==> src/rtl/fetch_pkg.sv <==
// rtl/fetch_pkg.sv - shared types and constants for the instruction-fetch sequencer
package fetch_pkg;

    localparam int INSTR_W = 32;
    localparam int PC_W    = 32;
    localparam logic [PC_W-1:0] PC_STEP = 32'd4;

    typedef enum logic [1:0] {
        IDLE,
        RUN,
        DRAIN,
        HALT
    } fetch_state_t;

    typedef struct packed {
        logic [PC_W-1:0]    pc;
        logic [INSTR_W-1:0] instr;
    } fetch_entry_t;

    function automatic logic [PC_W-1:0] word_align(input logic [PC_W-1:0] addr);
        return addr & ~PC_W'(3);
    endfunction

endpackage

==> src/rtl/fetch_fifo.sv <==
// rtl/fetch_fifo.sv - skid FIFO holding fetched {pc, instr} pairs; flush wins over push
module fetch_fifo
    import fetch_pkg::*;
#(
    parameter int DEPTH = 2,
    localparam int CW = $clog2(DEPTH + 1),
    localparam int AW = (DEPTH > 1) ? $clog2(DEPTH) : 1
) (
    input  logic         clk,
    input  logic         rst,
    input  logic         push,
    input  logic         pop,
    input  logic         flush,
    input  fetch_entry_t push_data,
    output logic [CW-1:0] count,
    output fetch_entry_t head
);

    fetch_entry_t    mem [DEPTH];
    logic [AW-1:0]   wr_ptr;
    logic [AW-1:0]   rd_ptr;
    logic            do_push;
    logic            do_pop;

    assign do_push = push && !flush;
    assign do_pop  = pop && (count != '0);
    assign head    = mem[rd_ptr];

    function automatic logic [AW-1:0] ptr_inc(input logic [AW-1:0] p);
        return (p == AW'(DEPTH - 1)) ? '0 : p + AW'(1);
    endfunction

    always_ff @(posedge clk) begin
        if (do_push) begin
            mem[wr_ptr] <= push_data;
        end
    end

    always_ff @(posedge clk or posedge rst) begin
        if (rst) begin
            wr_ptr <= '0;
            rd_ptr <= '0;
            count  <= '0;
        end else if (flush) begin
            wr_ptr <= '0;
            rd_ptr <= '0;
            count  <= '0;
        end else begin
            if (do_push) begin
                wr_ptr <= ptr_inc(wr_ptr);
            end
            if (do_pop) begin
                rd_ptr <= ptr_inc(rd_ptr);
            end
            case ({do_push, do_pop})
                2'b10:   count <= count + CW'(1);
                2'b01:   count <= count - CW'(1);
                default: count <= count;
            endcase
        end
    end

    // Push with a simultaneous pop is fine at full; a lone push at full means the credit rule broke.
    push_when_full_a: assert property (@(posedge clk) disable iff (rst)
        !(do_push && !do_pop && (count == CW'(DEPTH))));

endmodule

==> src/rtl/fetch_ctrl.sv <==
// rtl/fetch_ctrl.sv - instruction-fetch sequencer: pc, 1-cycle memory latency tracking, redirect and halt
module fetch_ctrl
    import fetch_pkg::*;
#(
    parameter logic [PC_W-1:0] RESET_PC = 32'd0,
    parameter logic [PC_W-1:0] PC_LIMIT = 32'd28,
    parameter int              DEPTH    = 2
) (
    input  logic               clk,
    input  logic               rst,
    input  logic               start,
    output logic [PC_W-1:0]    im_pc,
    input  logic [INSTR_W-1:0] im_instruction,
    input  logic               redirect_valid,
    input  logic [PC_W-1:0]    redirect_pc,
    output logic               dec_valid,
    input  logic               dec_ready,
    output logic [INSTR_W-1:0] dec_instr,
    output logic [PC_W-1:0]    dec_pc,
    output logic               halted
);

    localparam int CW = $clog2(DEPTH + 1);

    fetch_state_t    state;
    fetch_state_t    state_next;
    logic [PC_W-1:0] pc;
    logic [PC_W-1:0] pc_next;
    logic [PC_W-1:0] pc_inc;
    logic [PC_W-1:0] inflight_pc;
    logic [PC_W-1:0] redirect_target;
    logic            inflight;
    logic [CW-1:0]   count;
    fetch_entry_t    head;
    fetch_entry_t    push_data;
    logic            active;
    logic            flush;
    logic            pop;
    logic            credit_ok;
    logic            issue;

    assign active          = (state == RUN) || (state == DRAIN);
    assign flush           = active && redirect_valid;
    assign pop             = dec_valid && dec_ready;
    assign pc_inc          = pc + PC_STEP;
    assign redirect_target = word_align(redirect_pc);

    // A word already in flight holds a slot; a pop this cycle frees one, which keeps 1 instr/cycle.
    assign credit_ok = (32'(count) + 32'(inflight) - 32'(pop)) < 32'(DEPTH);
    assign issue     = (state == RUN) && credit_ok && !redirect_valid && (pc < PC_LIMIT);

    always_comb begin
        state_next = state;
        pc_next    = pc;
        case (state)
            IDLE, HALT: begin
                if (start) begin
                    state_next = RUN;
                    pc_next    = RESET_PC;
                end
            end
            RUN, DRAIN: begin
                if (redirect_valid) begin
                    pc_next    = redirect_target;
                    state_next = (redirect_target < PC_LIMIT) ? RUN : DRAIN;
                end else if (state == RUN) begin
                    if (issue) begin
                        pc_next = pc_inc;
                        if (pc_inc >= PC_LIMIT) begin
                            state_next = DRAIN;
                        end
                    end else if (pc >= PC_LIMIT) begin
                        state_next = DRAIN;
                    end
                end else if ((count == '0) && !inflight) begin
                    state_next = HALT;
                end
            end
            default: state_next = IDLE;
        endcase
    end

    always_ff @(posedge clk or posedge rst) begin
        if (rst) begin
            state       <= IDLE;
            pc          <= RESET_PC;
            inflight    <= 1'b0;
            inflight_pc <= '0;
        end else begin
            state    <= state_next;
            pc       <= pc_next;
            inflight <= issue;
            if (issue) begin
                inflight_pc <= pc;
            end
        end
    end

    assign push_data = '{pc: inflight_pc, instr: im_instruction};

    fetch_fifo #(
        .DEPTH(DEPTH)
    ) u_fifo (
        .clk       (clk),
        .rst       (rst),
        .push      (inflight),
        .pop       (pop),
        .flush     (flush),
        .push_data (push_data),
        .count     (count),
        .head      (head)
    );

    assign im_pc     = pc;
    assign dec_valid = (count != '0);
    assign dec_instr = dec_valid ? head.instr : '0;
    assign dec_pc    = dec_valid ? head.pc : '0;
    assign halted    = (state == HALT);

endmodule

==> config.mk <==
export PLATFORM = sky130hd
export DESIGN_NAME = fetch_ctrl
export DESIGN_NICKNAME = d
export VERILOG_FILES = /design/src/rtl/fetch_pkg.sv /design/src/rtl/fetch_fifo.sv /design/src/rtl/fetch_ctrl.sv
export SDC_FILE = /design/constraint.sdc
export NUM_CORES = 1
export LEC_CHECK = 0
export CAP_MARGIN = 20
export CORE_MARGIN = 2
export CORE_UTILIZATION = 55
export CTS_CLUSTER_DIAMETER = 120
export CTS_CLUSTER_SIZE = 16
export DETAILED_ROUTE_END_ITERATION = 8
export PLACE_DENSITY = 0.91
export SLEW_MARGIN = 15
export SYNTH_ARGS = -nofsm -noshare
export SYNTH_HDL_FRONTEND = slang
export SYNTH_SLANG_ARGS = --single-unit
==> constraint.sdc <==
create_clock -name clk -period 9.8 [get_ports clk]
set_input_delay 0.98 -clock clk [delete_from_list [all_inputs] [get_ports clk]]
set_output_delay 0.98 -clock clk [all_outputs]
set_load 0.02 [all_outputs]
---- Yosys cells after proc, flatten, opt, wreduce, memory -nomap -nowiden ----
Memory sizes are Yosys's and may differ from the RTL's.
Index checks and enable logic that the tools add are counted.
storage, ports and cells
  bits in registers ....................... 71
  bits in latches ......................... 0
  memory bits (writable) .................. 128
  memory bits (read-only) ................. 0
  bits of input ports ..................... 69
  output and inout bits ................... 98
  memories kept ........................... 1
memory list
  memory      depth  width  read ports  clocked after memory_dff  wr ports  line              text
  u_fifo.mem  2      64     1           0                         1         fetch_fifo.sv:19  fetch_entry_t mem [DEPTH];
operators by class
  $add $sub $neg .......................... 7
  multipliers ............................. 0
  divide/modulo/power cells ............... 0
  magnitude comparators ................... 5
  equality and inequality tests ........... 11
  shifts and indexed selects .............. 0
  mux-type cells .......................... 26
  bitwise operators ....................... 0
  reductions and logical operators ........ 22
operator list
  cell                                                         number
  two-way mux 32 bit                                           6
  >= comparator 32 x 5 -> 1 bit, second input constant         2
  less-than comparator 32 x 5 -> 1 bit, second input constant  2
  one-hot mux 32 bit (2 select lines)                          1
  adder 32 x 3 -> 32 bit, second input constant                1
  less-than comparator 32 x 2 -> 1 bit, second input constant  1
  two-way mux 2 bit                                            9
  != test 5 bit, second input constant                         2
  logical AND 1 bit                                            8
  two-way mux 1 bit                                            8
  one-hot mux 2 bit (2 select lines)                           2
  equality test 2 bit, second input constant                   3
  != test 3 bit, second input constant                         2
  nonzero test 2 bit                                           3
  equality test 2 x 1 -> 1 bit, second input constant          2
  zero test 2 bit                                              2
  != test 4 bit, second input constant                         1
  AND reduction 4 bit                                          1
  OR reduction 2 bit                                           2
  subtractor 3 x 1 -> 4 bit                                    1
  adder 2 x 1 -> 3 bit                                         1
  zero test 1 bit                                              3
  AND reduction 3 bit                                          1
  nonzero test 3 bit                                           1
  5 further kinds                                              6

---- Depth between registers and ports, before layout ----
  word-level depth ........................ 11
  mapped depth ............................ 13

---- Modules after synthesis ----
From an unflattened synthesis, not the netlist that was laid out.
second synthesis, totals
  cells, all modules ...................... 607
  area, all modules ....................... 8,451.9 sq um
modules (own cells, without submodules)
  module      instances  cells each  area an instance (sq um)  seq. area each (sq um)
  fetch_fifo  1          223         4,860.9                   3,943.8
  fetch_ctrl  1          384         3,590.9                   1,576.5

---- Worst setup path after synthesis ----
Ideal clock, no wire load.
  path kind ............................... input to register
  from .................................... input port redirect_valid
  to ...................................... memory u_fifo.mem[0][0] (netlist name) (enable)
  setup time .............................. 0.571 ns
  arrival ................................. 6.268 ns
  data required time ...................... 9.229 ns
  path slack .............................. 2.961 ns
  stages on the path ...................... 5
  buffers on the path ..................... 3
  cell sequence ........................... clkbuf_1 -> nor2b_1 -> clkbuf_1 -> buf_1 -> nor3b_1
on the way
  word-level cells in the longest chain between the ends .. 5
RTL lines
  item                                     line              text
  start, declared                          fetch_ctrl.sv:14  input logic redirect_valid,
  logical AND 1 bit                        fetch_ctrl.sv:43  assign flush = active && redirect_valid;
  zero test 1 bit                          fetch_fifo.sv:25  assign do_push = push && !flush;
  logical AND 1 bit                        fetch_fifo.sv:25
  two-way mux 1 bit                        fetch_fifo.sv:34  if (do_push) begin
  two-way mux 1 bit (implied by the code)  fetch_fifo.sv:35  mem[wr_ptr] <= push_data;
  end, declared                            fetch_fifo.sv:19
No other way between the ends.

---- Final worst setup path ----
  from .................................... input port dec_ready
  to ...................................... register pc[25] (netlist: im_pc[25])
on the way
  word-level cells in the longest chain between the ends .. 8
RTL lines
  item                                  line              text
  start, declared                       fetch_ctrl.sv:17  input logic dec_ready,
  logical AND 1 bit                     fetch_ctrl.sv:44  assign pop = dec_valid && dec_ready;
  subtractor 3 x 1 -> 4 bit             fetch_ctrl.sv:49  assign credit_ok = (32'(count) + 32'(inflight) - 32'(pop)) < 32'(DEPTH);
  less-than comparator 32 x 2 -> 1 bit  fetch_ctrl.sv:49
  logical AND 1 bit (3 in series)       fetch_ctrl.sv:50  assign issue = (state == RUN) && credit_ok && !redirect_valid && (pc < PC_LIMIT);
  != test 3 bit (no line)               n/a
  AND reduction 3 bit (no line)         n/a
  end signal, assigned                  fetch_ctrl.sv:91  pc <= pc_next;
  end, declared                         fetch_ctrl.sv:27  logic [PC_W-1:0] pc;
No other way between the ends.
A chain may end at the register's enable or synchronous reset.

==> flow_metrics.py <==
metrics = {
    "worst_hold_path": {
        "whs_path_depth": 0,
        "hold_path_class": "reg2reg",
        "min_from": "inflight_pc[26]$_DFFE_PP0P_",
        "holdPathEnd": "u_fifo.mem[1][58]$_DFFE_PP_",
    },
    "clock_network": {
        "ctsResizeCount": 0,
        "htree_levels": 4,
        "clock_latency_ns": 0.42,
        "cts_sinks": 191,
        "cts_tree": "built",
        "cts-root-buf": "clkbuf_16",
        "clock_path_buffers": 2,
        "numCtsBuffers": 17,
        "cts_hold_buf": 0,
        "clkTransAtPathRegs_ns": 0.07,
        "cts_setup_buffers": 0,
    },
    "synth": {
        "synth_largest_area_cell": "edfxtp_1",
        "yosysWarnings": 0,
        "synth_compound_area_frac": 0.06814,
        "synth_area_leaders": "edfxtp_1 48%, dfrtp_1 21%, mux2i_1 8.1%, nor2_1 3.5%, a22o_1 2.6%",
        "synth.distinct_cells": 52,
        "synth_edf_count": 124,
        "syn-cell-area_sq_um": 7823,
        "synthFlopType": "edfxtp_1",
        "avgSynthCellArea_sq_um": 14.15,
        "synth_top_area_share": 0.4760,
        "synth.most_common_cell": "edfxtp_1",
        "synthTopCellsByCount": "124 x edfxtp_1, 73 x nor2_1, 67 x dfrtp_1, 63 x mux2i_1, 29 x nor2b_1",
        "synth.mux.area_fraction": 0.08637,
        "ys_ff_latch": 191,
        "synthCells": 553,
        "synth_top_family_by_area": "simple AND/OR/NAND/NOR gates",
        "synth-xor-area-share": 0.006718,
        "synthAdderAreaFrac": 0.01536,
        "synth-async-reset-ratio": 0.3508,
        "synth-seq-area-share": 0.6903,
        "synth-simple-area-share": 0.1084,
    },
    "power": {
        "irDropWorstVdd_v": 0.0001325,
        "power_density_nw_per_um2": 245.5,
        "power.total_w": 0.002493,
        "leakagePower_nw": 3.878,
    },
    "layout": {
        "stdcell_count": 903,
        "num-nets-final": 788,
        "drive_gt1_frac": 0.07192,
        "syn_to_final_growth_pct": 29.80,
        "diodes": 0,
    },
    "critical_path": {
        "start_kind": "input pin",
        "r2r-end": "im_pc[25]$_DFFE_PP0P_",
        "crit_fanout": 15,
        "crit_type": "in2reg",
        "cp.arrival_ns": 4.27,
        "worst_r2r_path_depth": 11,
        "cp_data_required_time_ns": 10.11,
        "r2r_start": "u_fifo.count[1]$_DFFE_PP0P_",
        "end_kind": "flip-flop",
        "r2r_setup_slack_ns": 6.20,
    },
    "sta": {
        "fin_tns_setup_ns": 0,
        "fmax_ghz": 0.2525,
        "worst_pin_slew_ns": 1.127,
        "hold_violations": 0,
        "report.final.slew_viol_count": 0,
        "max_slew_margin": 0.2484,
        "finalCritPeriodShare": 0.4041,
        "setup_viol": 0,
        "finalWorstSetupSlack_ns": 5.840,
        "rsz0062_at_grt": "no",
        "min_period_ns": 3.960,
        "skew_ns": 0.01036,
    },
    "run_status": {
        "status": "complete, no violations",
    },
    "grt": {
        "antenna_found_initial": 0,
        "gr-usage-all-layers": 0.2451,
        "grt_pass1_wl_um": 27860,
        "grt_max_degree": 68,
        "grt_pass1_vias": 5288,
        "grt_remaining_overflow": 0,
    },
    "drt": {
        "dr_total_vias": 5133,
        "routed_wl_um": 17840,
        "antenna_left": 0,
        "drc_errors": 0,
        "wl_per_cell_um": 19.75,
        "vias_per_cell": 5.684,
        "drt_iter0_drc": 354,
        "drt_first_pass_iters": 4,
    },
    "flow_run": {
        "drv_cap": 0,
    },
    "floorplan": {
        "pin_count": 167,
        "rows": 43,
        "die_w_um": 123.3,
        "coreArea_sq_um": 13880,
        "dieHeight_um": 123.3,
        "dieArea_sq_um": 15190,
        "floorplan.initialDensity": 0.5635,
    },
    "placed_design": {
        "dp_cells": 871,
        "io_buffers": 160,
        "post-place-ws_ns": 5.404,
        "routabilityCongestion": 0.8820,
        "post-dp-hpwl_um": 11340,
    },
}
-- critical path, cell delays in order --
cell             delay, ns
clkdlybuf4s50_1       0.51
nand2_1               0.11
inv_1                 0.10
ha_1                  0.24
nor2b_1               0.15
fa_1                  0.44
or3_1                 0.40
a2111oi_4             0.75
o31ai_2               0.31
a22o_1                0.26
-- where the power goes --
group | leakage (nW) | total, W | internal [W] | switching [W]
combinational | 1.43 | 0.000752 | 0.000364 | 0.000388
clock | 0.276 | 0.000665 | 0.000375 | 0.000290
sequential | 2.17 | 0.00108 | 0.000919 | 0.000157
-- state kept, by name (all words and copies together) (netlist names) --
signal	count
u_fifo.mem	124
u_fifo.count	2
inflight	1
inflight_pc	30
state	2
u_fifo.rd_ptr	1
u_fifo.wr_ptr	1
im_pc	30
-- how the worst max path moves through the flow --
stage	start	endpoint	slack, ns	depth (start not counted)
2_1_floorplan	redirect_valid	u_fifo.mem[0][0]$_DFFE_PP_	2.96	5
3_3_place_gp	dec_ready	im_pc[19]$_DFFE_PP0P_	5.50	10
3_5_place_dp	dec_ready	im_pc[25]$_DFFE_PP0P_	5.40	10
4_1_cts	dec_ready	im_pc[25]$_DFFE_PP0P_	5.86	10
5_1_grt	dec_ready	im_pc[25]$_DFFE_PP0P_	5.61	10
6_report	dec_ready	im_pc[25]$_DFFE_PP0P_	5.84	10
-- metal layers --
layer	part of all wire	vias to the layer above	global-route usage
li1	-	2343	-
met3	0.086	29	0.07518
met1	0.40	2532	0.2988
met2	0.50	229	0.4193
met4	0.015	0	0.07670
met5	0	-	0
-- cell type report --
| class | instances | area (sq um) |
|---|---|---|
| fill | 893 | 3727 |
| clock buffer | 18 | 429.2 |
| multi-input combinational | 322 | 2262 |
| tap | 180 | 225.2 |
| timing repair buffer | 167 | 1654 |
| inverter | 11 | 41.29 |
| clock inverter | 14 | 137.6 |
| sequential | 191 | 5404 |
-- stage by stage --
stage	utilization	cell area [sq um]	hold WS, ns
detailed placement	0.6906	9587	0.4509
global placement	0.6906	9587	0.4445
CTS	0.7315	10150	0.4705
floorplan	-	7834	0.4344
global route	0.7315	10150	0.4815
finish	0.7315	10150	0.4670
-- cells in the final DEF (no fill, tap or decap), types with 3 or more instances in the layout --
cell             instances
clkdlybuf4s50_1        160
edfxtp_1               124
nor2_1                  72
dfrtp_1                 66
mux2i_1                 63
nor2b_1                 29
nand2_1                 24
a22o_1                  23
clkbuf_16               17
nor4_1                  15
inv_1                   10
nand4_1                  9
o21ai_0                  9
ha_1                     8
buf_4                    7
xnor2_1                  6
a22oi_1                  5
nand3_1                  4
o41ai_1                  4
mux2_2                   4
o31ai_1                  4
conb_1                   4
inv_6                    4
clkinv_2                 4
o21bai_1                 3
-- cells by family (layout without fill, tap and decap cells) --
logic type | after synthesis | in the layout
flops | 191 | 191
simple gates | 171 | 171
mux | 67 | 67
compound gates | 65 | 65
buf+inv | 43 | 210
fa+ha+maj | 9 | 9
xor+xnor | 6 | 6
other cells | 1 | 4
Note: power is estimated with default switching activity, not from simulation.
